<file path="src/rtl/sram_pkg.sv">
// sram_pkg: shared types, read-during-write modes and lane-count helper for sram_dp_be_clr
package sram_pkg;
  typedef enum logic {CLEAR, READY} state_t;
  localparam int RDW_OLD = 0;
  localparam int RDW_NEW = 1;
  function automatic int num_lanes(input int data_width, input int lane_width);
    return data_width / lane_width;
  endfunction
endpackage

</file>
<file path="src/rtl/sram_rd_pipe.sv">
// sram_rd_pipe: RD_LATENCY-stage valid/data delay line; data holds while no valid passes
module sram_rd_pipe #(
  parameter int WIDTH   = 16,
  parameter int LATENCY = 1
) (
  input  logic             clk,
  input  logic             rst,
  input  logic             in_valid,
  input  logic [WIDTH-1:0] in_data,
  output logic             out_valid,
  output logic [WIDTH-1:0] out_data
);
  logic [LATENCY-1:0] v;
  logic [WIDTH-1:0]   d [LATENCY];
  always_ff @(posedge clk or negedge rst)
    if (!rst) begin
      v <= '0;
      for (int i = 0; i < LATENCY; i++) d[i] <= '0;
    end else begin
      v[0] <= in_valid;
      if (in_valid) d[0] <= in_data;
      for (int i = 1; i < LATENCY; i++) begin
        v[i] <= v[i-1];
        if (v[i-1]) d[i] <= d[i-1];
      end
    end
  assign out_valid = v[LATENCY-1];
  assign out_data  = d[LATENCY-1];
endmodule

</file>
<file path="src/rtl/sram_dp_be_clr.sv">
// sram_dp_be_clr: simple dual-port SRAM with lane enables, RDW mode and hardware clear engine
module sram_dp_be_clr
  import sram_pkg::*;
#(
  parameter int DATA_WIDTH = 16,
  parameter int LANE_WIDTH = 8,
  parameter int ADDR_WIDTH = 4,
  parameter int DEPTH      = 16,
  parameter int RD_LATENCY = 1,
  parameter int RDW_MODE   = RDW_OLD,
  parameter logic [DATA_WIDTH-1:0] CLEAR_VALUE = '0,
  localparam int NUM_LANES = num_lanes(DATA_WIDTH, LANE_WIDTH)
) (
  input  logic                  clk,
  input  logic                  rst,
  input  logic                  clear,
  input  logic                  write,
  input  logic [ADDR_WIDTH-1:0] wr_addr,
  input  logic [DATA_WIDTH-1:0] wr_data,
  input  logic [NUM_LANES-1:0]  wr_be,
  input  logic                  read,
  input  logic [ADDR_WIDTH-1:0] rd_addr,
  output logic [DATA_WIDTH-1:0] rd_data,
  output logic                  rd_done,
  output logic                  wr_done,
  output logic                  busy,
  output logic                  err
);
  localparam logic [ADDR_WIDTH-1:0] LAST  = ADDR_WIDTH'(DEPTH - 1);
  localparam logic [ADDR_WIDTH:0]   LIMIT = (ADDR_WIDTH + 1)'(DEPTH);
  logic [DATA_WIDTH-1:0] mem [DEPTH];
  state_t                state, state_nx;
  logic [ADDR_WIDTH-1:0] cnt, cnt_nx;
  logic                  blocked, wr_ok, rd_ok, wr_in, rd_in;
  logic [DATA_WIDTH-1:0] wr_old, wr_word, rd_word;
  always_comb begin
    blocked  = state == CLEAR || clear;
    wr_ok    = write && !blocked;
    rd_ok    = read && !blocked;
    wr_in    = {1'b0, wr_addr} < LIMIT;
    rd_in    = {1'b0, rd_addr} < LIMIT;
    state_nx = clear ? CLEAR : (state == CLEAR && cnt == LAST) ? READY : state;
    cnt_nx   = (clear || state == READY) ? '0 : cnt + 1'b1;
    wr_old   = mem[wr_addr];
    wr_word  = wr_old;
    for (int l = 0; l < NUM_LANES; l++)
      wr_word[l*LANE_WIDTH +: LANE_WIDTH] = wr_be[l] ? wr_data[l*LANE_WIDTH +: LANE_WIDTH]
                                                     : wr_old[l*LANE_WIDTH +: LANE_WIDTH];
    rd_word  = !rd_in ? '0
             : (RDW_MODE == RDW_NEW && wr_ok && wr_in && wr_addr == rd_addr) ? wr_word
             : mem[rd_addr];
  end
  always_ff @(posedge clk or negedge rst)
    if (!rst) begin
      state   <= CLEAR;
      cnt     <= '0;
      wr_done <= 1'b0;
      err     <= 1'b0;
    end else begin
      state   <= state_nx;
      cnt     <= cnt_nx;
      wr_done <= wr_ok;
      err     <= (blocked && (read || write)) || (wr_ok && !wr_in) || (rd_ok && !rd_in);
    end
  always_ff @(posedge clk)
    if (state == CLEAR) mem[cnt] <= CLEAR_VALUE;
    else if (wr_ok && wr_in) mem[wr_addr] <= wr_word;
  assign busy = state == CLEAR;
  sram_rd_pipe #(.WIDTH(DATA_WIDTH), .LATENCY(RD_LATENCY)) u_rd_pipe (
    .clk      (clk),
    .rst      (rst),
    .in_valid (rd_ok),
    .in_data  (rd_word),
    .out_valid(rd_done),
    .out_data (rd_data)
  );
endmodule

</file>
<file path="config.mk">
export PLATFORM = sky130hd
export DESIGN_NAME = sram_dp_be_clr
export DESIGN_NICKNAME = d
export VERILOG_FILES = /design/src/rtl/sram_pkg.sv /design/src/rtl/sram_rd_pipe.sv /design/src/rtl/sram_dp_be_clr.sv
export SDC_FILE = /design/constraint.sdc
export NUM_CORES = 1
export LEC_CHECK = 0
export ABC_AREA = 0
export CORE_MARGIN = 10
export CORE_UTILIZATION = 67
export CTS_BUF_LIST = sky130_fd_sc_hd__clkbuf_4 sky130_fd_sc_hd__clkbuf_8
export CTS_CLUSTER_SIZE = 16
export DETAILED_ROUTE_END_ITERATION = 16
export MAX_ROUTING_LAYER = met4
export PLACE_DENSITY = 0.87
export SLEW_MARGIN = 20
export SYNTH_ARGS = -nofsm -noshare
export SYNTH_HDL_FRONTEND = slang
export SYNTH_HIERARCHICAL = 1
export SYNTH_SLANG_ARGS = --single-unit
</file>
<file path="constraint.sdc">
create_clock -name clk -period 4.1 [get_ports clk]
set_input_delay 0.82 -clock clk [delete_from_list [all_inputs] [get_ports clk]]
set_output_delay 0.82 -clock clk [all_outputs]
set_load 0.05 [all_outputs]
</file>
# [Word level (Yosys, flattened, before mapping)]
# Memories as Yosys holds them, arrays and structs flattened. A register that Yosys moved wholly into a read port is not among the register bits.
# Cells that the tools add are included.
[classes] add_sub_neg=1 n_mul=0 div_mod_pow=0 order_cmp=0 eq_ne=3 n_shift=0 mux=12 bitwise=1 n_reduce_logical=13
[ops] cell="2-to-1 mux 16 bit" n=1
[ops] cell="2-to-1 mux 8 bit" n=2
[ops] cell="OR reduction 16 bit" n=1
[ops] cell="2-to-1 mux 4 bit" n=2
[ops] cell="2-to-1 mux 1 bit" n=6
[ops] cell="adder 4 x 1 -> 4 bit (second input constant)" n=1
[ops] cell="equality test 4 bit (second input constant)" n=1
[ops] cell="logical AND 1 bit" n=4
[ops] cell="AND reduction 2 bit" n=2
[ops] cell="logical OR 1 bit" n=3
[ops] cell="zero test 1 bit" n=2
[ops] cell="2-to-1 mux 2 bit" n=1
[ops] cell="!= test 1 bit (second input constant)" n=2
[ops] cell="nonzero test 2 bit" n=1
[ops] cell="inverter 1 bit" n=1
[totals] reg_bits=8 latch_bits=0 mem_bits_rw=256 rom_bits=0 in_bits=31 out_inout_bits=20 wordCells=36 mem_count=1
[memory_table] memory="mem" depth=16 width=16 read_ports=1 rd_clocked_by_memory_dff=1 write_ports=1 line_no="sram_dp_be_clr.sv:31" rtl="logic [DATA_WIDTH-1:0] mem [DEPTH];"

# [Depth between registers and ports, before layout]
# Gate-level depths: netlist of run 1.
[depth] ltp_word=10 mapped_depth=6 ltp_nobuf=4

# [Modules after synthesis]
# Netlist of run 1, hierarchy kept.
[modules_own_cells] mod="sram_dp_be_clr" instances=1 cells_each=530 area_per_inst_um2=10542.6 seq_area_each_um2=7862.5
[modules_own_cells] mod="sram_rd_pipe" instances=1 cells_each=35 area_per_inst_um2=674.4 seq_area_each_um2=425.4

# [Worst setup path after synthesis of run 1]
# OpenSTA, ideal clock, no wires.
[synth_timing] path_kind="input -> register" from="in clear" to="mem mem[12][0], enable pin" setup_time_ns=0.375 t_arrival_ns=2.109 setup_slack_ns=1.616 stages=4 path_buffers=1 path_cell_list="nand3b_4 buf_6 or4b_1 a21oi_1"
[synth_via] elab_chain_len=9 word_cells_on_any_way=11 classes_between="mux (5); reduce/logical (6)"
[synth_lines] item="start: declaration" line_no="sram_dp_be_clr.sv:16" rtl="input logic clear,"
[synth_lines] item="logical OR 1 bit *" line_no="sram_dp_be_clr.sv:37" rtl="blocked = state == CLEAR || clear;"
[synth_lines] item="zero test 1 bit *" line_no="sram_dp_be_clr.sv:38" rtl="wr_ok = write && !blocked;"
[synth_lines] item="logical AND 1 bit *" line_no="sram_dp_be_clr.sv:38"
[synth_lines] item="2-to-1 mux 1 bit *" line_no="sram_dp_be_clr.sv:67" rtl="else if (wr_ok && wr_in) mem[wr_addr] <= wr_word;"
[synth_lines] item="2-to-1 mux 1 bit *" line_no="sram_dp_be_clr.sv:66" rtl="if (state == CLEAR) mem[cnt] <= CLEAR_VALUE;"
[synth_lines] item="2-to-1 mux 1 bit (implied by the code) *" line_no="sram_dp_be_clr.sv:67"
[synth_lines] item="AND reduction 2 bit (no source line)"
[synth_lines] item="OR reduction 16 bit (no source line)"
[synth_lines] item="2-to-1 mux 4 bit (no source line) / 2-to-1 mux 2 bit (equally long branches)"
[synth_lines] item="end: declaration" line_no="sram_dp_be_clr.sv:31"
# Mark *: on every way between the ends. The rest lies on a longest branch, timed or not.

# [Worst setup path in the final report of run 1]
[layout_timing] from="in clear" to="mem mem[9][13], enable pin"
# The elaborated chain is that of the path after synthesis.

==> run_results.csv, run 1 <==
group,metric,value,unit
synthesis,synthXorXnorAreaFrac,0.156,%
clocking,ctsResizeCount,0,
synthesis,synth.area.mux_share,14.8,%
floorplanning,fp.dieArea,22300,µm²
synthesis,synth_warnings,6,
floorplanning,rows,47,
synthesis,synth-simple-area-share,4.25,%
sta,relSlewSlack,39.8,%
clocking,cts_htree_levels,2,
final_layout,multi_input_area,2720,µm²
worst_setup_path,crit_path_max_incr_delay,0.67,ns
synthesis,ys_ff_latch,280,
worst_setup_path,cp_cell_sequence,"clkdlybuf4s50_1 -> nand3b_4 -> inv_1 -> nand4_1 -> a21oi_1 -> buf_4",
worst_setup_path,worst-path-max-fanout,27,
detailed_routing,dr.pass1.iters,5,
worst_setup_path,required,4.33,ns
worst_setup_path,crit_family,"buffers and inverters",
synthesis,synth_top_family_by_area,"multiplexers",
worst_setup_path,reg2reg_from,"state",
global_routing,gr-usage-met2,32.1,%
global_routing,grt_max_degree,34,
clocking,post-cts-setup-buffers,0,
global_routing,antenna_found_initial,0,
placement,pre_cts_slack,0.733,ns
global_routing,busiest_layer,"met2",
sta,max_freq,346,MHz
detailed_routing,drc,0,
detailed_routing,first_iter_violations,735,
floorplanning,chipHeight,149,µm
sta,fin_skew,0.0126,ns
detailed_routing,wl,23.2,mm
sta,finalHoldViolCount,0,
synthesis,synth_fp_nets,597,
global_routing,gr-usage-met1,31.3,%
synthesis,seq_area_frac_synth,73.9,%
worst_setup_path,r2r_slack,1.63,ns
global_routing,grt_pass1_wl,37.2,mm
clocking,clockRootBuffer,"clkbuf_8",
synthesis,synthDistinctLibCells,35,
final_layout,final_common_cell,"edfxtp_1",
sta,worst_slew_pin_slew,0.903,ns
power,p_leak,0.00486,µW
power,peakVddDrop,0.309,mV
sta,final-setup-viol-count,0,
detailed_routing,ant_nets,0,
worst_hold_path,hold_class,"register to register",
worst_setup_path,crit_start,"clear",
worst_setup_path,crit_path_end,"mem[9][13]",
power,power_density,437,nW/µm²
detailed_routing,via_count,6117,
detailed_routing,routed_via_density,6.69,
clocking,cts_tree,"built",
synthesis,synth_compound_area_share,4.86,%
global_routing,grt_overflow_total,0,
sta,fin_crit,2.89,ns
placement,dpl.hpwl,15.3,mm
final_layout,n_fill_cell,793,
final_layout,ff_latch_area,8290,µm²
clocking,hold_buffers,0,
final_layout,final_cell_mix,"256 x edfxtp_1, 64 x mux4_2, 48 x clkdlybuf4s50_1, 43 x clkbuf_8, 38 x buf_4",
final_layout,num_antenna_cells,0,
worst_setup_path,cp-end-kind,"register",
worst_setup_path,worstSetupPathType,"primary input to register",
sta,setup_slack,1.21,ns
global_routing,met3_usage,5.86,%
placement,port_buffers,50,
final_layout,synthToLayoutAreaGrowth,15.0,%
clocking,cts_buffers,42,
final_layout,drive_gt1_share,27.8,%
synthesis,synth_area,11200,µm²
worst_setup_path,crit_buf_inv,3,
floorplanning,core,16500,µm²
final_layout,nNetsFinal,694,
run,cap_viol_max_count,0,
detailed_routing,wl_per_cell,25.4,µm
synthesis,synth_cells,565,
worst_setup_path,start_kind,"primary input",
clocking,cts.sinks,280,
worst_setup_path,path_depth,6,
clocking,clk_pin_slew_worst_paths,0.06,ns
status,status,"finished clean",
floorplanning,top_level_ports,51,
sta,tns,0,ns
worst_setup_path,r2r_cells,5,
floorplanning,die_x,149,µm
synthesis,synth_adder_area_share,0.112,%
synthesis,synth_area_per_cell,19.9,µm²
sta,period_share,70.6,%
global_routing,grt_pass1_vias,6370,
worst_setup_path,crit_slowest_cell,"inv_1",
placement,place_congestion,0.848,
clocking,clk_latency,0.53,ns
global_routing,groute.usage.overall,22.4,%
floorplanning,start_util,67.9,%
worst_setup_path,r2r-end,"mem[9][13]",
worst_setup_path,arrival,3.13,ns
sta,rsz0062_at_grt,"no",
clocking,cts.path.max_buffers,3,
sta,report.final.slew_viol_count,0,
worst min path at each step:
stage,startpoint,to,slack [ns],cells after the start
after detailed placement,u_rd_pipe/out_data[13],u_rd_pipe/out_data[13],0.50,1
after CTS,u_rd_pipe/out_data[13],u_rd_pipe/out_data[13],0.51,1
after global routing,u_rd_pipe/out_data[13],u_rd_pipe/out_data[13],0.52,1
final,u_rd_pipe/out_data[3],u_rd_pipe/out_data[3],0.51,1
after floorplan,rst,cnt[0],0.52,0
after global placement,u_rd_pipe/out_data[0],u_rd_pipe/out_data[0],0.49,1
metrics by stage:
| stage | instance area (µm²) | util [%] | hold WS [ns] | total power, µW | cells |
|---|---|---|---|---|---|
| floorplan | 11200 | - | 0.520 | 3430 | 565 |
| global placement | 12100 | 73.2 | 0.490 | 3550 | 838 |
| detailed placement | 12100 | 73.2 | 0.496 | 3570 | 838 |
| CTS | 12900 | 78.0 | 0.510 | 5660 | 915 |
| global route | 12900 | 78.1 | 0.520 | 5820 | 915 |
| finish | 12900 | 78.1 | 0.506 | 5630 | 915 |
area by class of cell:
class                      count  share of cell area, %
clock buffer                  60                   5.58
timing repair buffer          89                   6.28
clock inverter                17                  0.582
sequential                   280                   64.2
multi-input combinational    246                   21.1
inverter                       3                 0.0873
tap                          220                   2.13
cells in the mapped netlist, drive strengths merged:
cell type,count,area (µm²)
nand3b,1,20.0
or2,1,6.26
nor2,7,26.3
nand3,2,10.0
ha,1,12.5
a21oi,36,180
and4,1,8.76
or4b,6,67.6
mux2,16,218
xnor2,1,8.76
or4,1,11.3
a211o,1,8.76
o21ai,1,5.00
and2,1,6.26
dfrtp,24,601
o211ai,9,67.6
xor2,1,8.76
clkbuf,20,75.1
mux4,64,1440
buf,16,131
a22oi,32,240
nand4,9,56.3
nand2,18,67.6
nor2b,11,68.8
and3,18,113
o2111ai,5,43.8
nor3,3,15.0
edfxtp,256,7690
inv,3,11.3
sequential cells by signal, indices dropped and copies added, names as in the netlist:
name	cells
cnt	4
err	1
mem	256
state	1
u_rd_pipe/out_data	16
u_rd_pipe/out_valid	1
wr_done	1
layer usage:
layer | vias up | wire [µm]
met5 | - | 0
met4 | 0 | 526
met3 | 56 | 2350
met2 | 402 | 11000
met1 | 3099 | 9350
li1 | 2560 | -
cells by family after synthesis:
family	Yosys count
AND/OR/NAND/NOR	79
flip-flops	280
XOR/XNOR	2
buffers and inverters	39
adder cells (fa/ha/maj)	1
AO/OA/AOI/OAI	84
multiplexers	80
power breakdown:
group | internal, µW | switching [µW]
Combinational | 148 | 191
Clock | 1130 | 994
Sequential | 3150 | 24.4
Total | 4430 | 1210
No activity file was read; power rests on OpenSTA's default activity.
==> inputs of run 2 (changes only) <==
--- a/config.mk
+++ b/config.mk
@@ -7,12 +7,12 @@
 export LEC_CHECK = 0
 export ABC_AREA = 0
 export CORE_MARGIN = 10
-export CORE_UTILIZATION = 67
+export CORE_UTILIZATION = 56
 export CTS_BUF_LIST = sky130_fd_sc_hd__clkbuf_4 sky130_fd_sc_hd__clkbuf_8
 export CTS_CLUSTER_SIZE = 16
 export DETAILED_ROUTE_END_ITERATION = 16
 export MAX_ROUTING_LAYER = met4
-export PLACE_DENSITY = 0.87
+export PLACE_DENSITY = 0.78
 export SLEW_MARGIN = 20
 export SYNTH_ARGS = -nofsm -noshare
 export SYNTH_HDL_FRONTEND = slang
==> constraint.sdc (replaced) <==
create_clock -name clk -period 2.5 [get_ports clk]
set_input_delay 0.5 -clock clk [delete_from_list [all_inputs] [get_ports clk]]
set_output_delay 0.5 -clock clk [all_outputs]
set_load 0.05 [all_outputs]
==> run 2 against run 1 <==
Count of clock-buffer cells in the layout fell by 3. Final cell count rose by 7.3%. Global-route usage fell by 4.2 points. First-iteration DRC count fell by 18%. Non-clock buffer count rose by 26. Worst setup slack got worse by 0.97 ns. Sequential cell count did not move. Worst hold slack got worse by 0.14 ns. Critical endpoint is now busy.
==> run_results.csv, run 2 (synthesis gave the netlist of run 1 again) <==
group,metric,value,unit
floorplanning,start_util,57.3,%
power,power_density,699,nW/µm²
global_routing,antenna_found_initial,0,
placement,place_congestion,0.886,
final_layout,finalNonFillerCells,982,
worst_hold_path,hold_class,"primary input to asynchronous set/reset pin",
global_routing,groute.usage.overall,18.3,%
sta,period_share,90.5,%
sta,max_freq,442,MHz
sta,report.final.slew_viol_count,0,
floorplanning,core,19600,µm²
final_layout,regMostFlops,"mem",
floorplanning,die_x,162,µm
clocking,post-cts-setup-buffers,0,
global_routing,grt_max_degree,33,
placement,port_buffers,50,
power,power,9220,µW
sta,relSlewSlack,51.8,%
worst_setup_path,arrival,1.76,ns
clocking,cts.path.max_buffers,3,
clocking,clockRootBuffer,"clkbuf_8",
global_routing,grt_pass1_vias,6269,
clocking,cts_buffers,43,
detailed_routing,routed_via_density,6.03,
final_layout,drive_gt1_share,30.3,%
detailed_routing,drc,0,
worst_setup_path,cp-end-kind,"output pin",
worst_setup_path,r2r_slack,0.44,ns
final_layout,final_cell_mix,"256 x edfxtp_1, 64 x mux4_2, 60 x buf_4, 47 x clkdlybuf4s50_1, 45 x clkbuf_8",
sta,whs,0.368,ns
worst_setup_path,crit_start,"state",
sta,worst_slew_pin_slew,0.723,ns
placement,place_area,12400,µm²
sta,rsz0062_at_grt,"no",
final_layout,largest_reg_flops,256,
worst_setup_path,required,2.00,ns
final_layout,nNetsFinal,721,
final_layout,fin_area,13200,µm²
sta,final-setup-viol-count,0,
detailed_routing,first_iter_violations,603,
status,status,"finished clean",
final_layout,synthToLayoutAreaGrowth,17.5,%
global_routing,grt_pass1_wl,35.7,mm
clocking,ctsResizeCount,1,
worst_setup_path,worst-path-max-fanout,7,
detailed_routing,dr.pass1.iters,5,
final_layout,num_antenna_cells,0,
placement,placed_cells,909,
global_routing,grt_overflow_total,0,
detailed_routing,ant_nets,0,
detailed_routing,via_count,5923,
sta,fin_skew,0.0172,ns
detailed_routing,wl_per_cell,23.3,µm
run,cap_viol_max_count,0,
detailed_routing,wl,22.9,mm
floorplanning,top_level_ports,51,
worst_setup_path,reg2reg_from,"state",
floorplanning,chipHeight,162,µm
clocking,cts.sinks,280,
clocking,hold_buffers,0,
placement,pre_cts_slack,-0.188,ns
sta,setup_slack,0.236,ns
worst_setup_path,start_kind,"register",
sta,fin_crit,2.26,ns
final_layout,final_common_cell,"edfxtp_1",
placement,dpl.hpwl,16.0,mm
clocking,clk_latency,0.54,ns
clocking,cts_tree,"built",
worst_setup_path,worstSetupPathType,"register to output pin",
sta,finalHoldViolCount,0,
floorplanning,fp.dieArea,26100,µm²
floorplanning,rows,51,
power,peakVddDrop,0.475,mV
clocking,clk_pin_slew_worst_paths,0.06,ns
power,p_leak,0.00500,µW
clocking,cts_htree_levels,2,
run 2: cell types whose count changed in the layout (fill, tap and decap cells not counted), sizes merged:
cell           previous run  this run
buf                      41        67
clkbuf                   60        57
clkdlybuf4s50            48        47
clkinvlp                  2         1
dlygate4sd2               0         1
run 2: routing by layer:
layer	part of all wire [%]	wire length [µm]	GRT usage (%)
met2	47	10800	27.3
met3	7.2	1650	3.86
met1	44	9960	25.0
met5	0	0	-
met4	1.8	417	5.58
run 2: final timing paths:
| kind | end | depth (start not counted) |
|---|---|---|
| worst max register to register | mem[12][13] | 4 |
| max in group asynchronous | u_rd_pipe/out_data[11] | 2 |
| worst max-delay path | busy | 2 |
| min in group clk | u_rd_pipe/out_data[3] | 1 |
| worst min-delay path | u_rd_pipe/out_data[1] | 2 |
| worst min register to register | u_rd_pipe/out_data[3] | 1 |
run 2: area by class of cell:
class / instances / area (µm²)
flip-flops and latches: 280 / 8290
inverters: 3 / 11.3
clock inverters: 16 / 71.3
fillers: 1274 / 6400
clock buffers: 57 / 709
multi-input cells: 246 / 2720
well taps: 265 / 332
repair buffers: 115 / 1050
run 2: worst max-delay path, stage by stage (launching register included):
cell	delay [ns]
dfrtp_1	0.48
inv_1	0.20
dlygate4sd2_1	0.56
run 2: metrics by stage:
step | util [%] | TNS [ns]
after floorplan | - | 0
after global placement | 63.3 | -35.27
after detailed placement | 63.3 | -46.00
after CTS | 67.3 | 0
after global routing | 67.3 | 0
final | 67.3 | 0
run 2: report_power, final:
group          total [µW]  switching [µW]  internal [µW]
registers            5200            40.0           5160
clock network        3450            1610           1840
logic                 575             308            267
total                9220            1960           7260
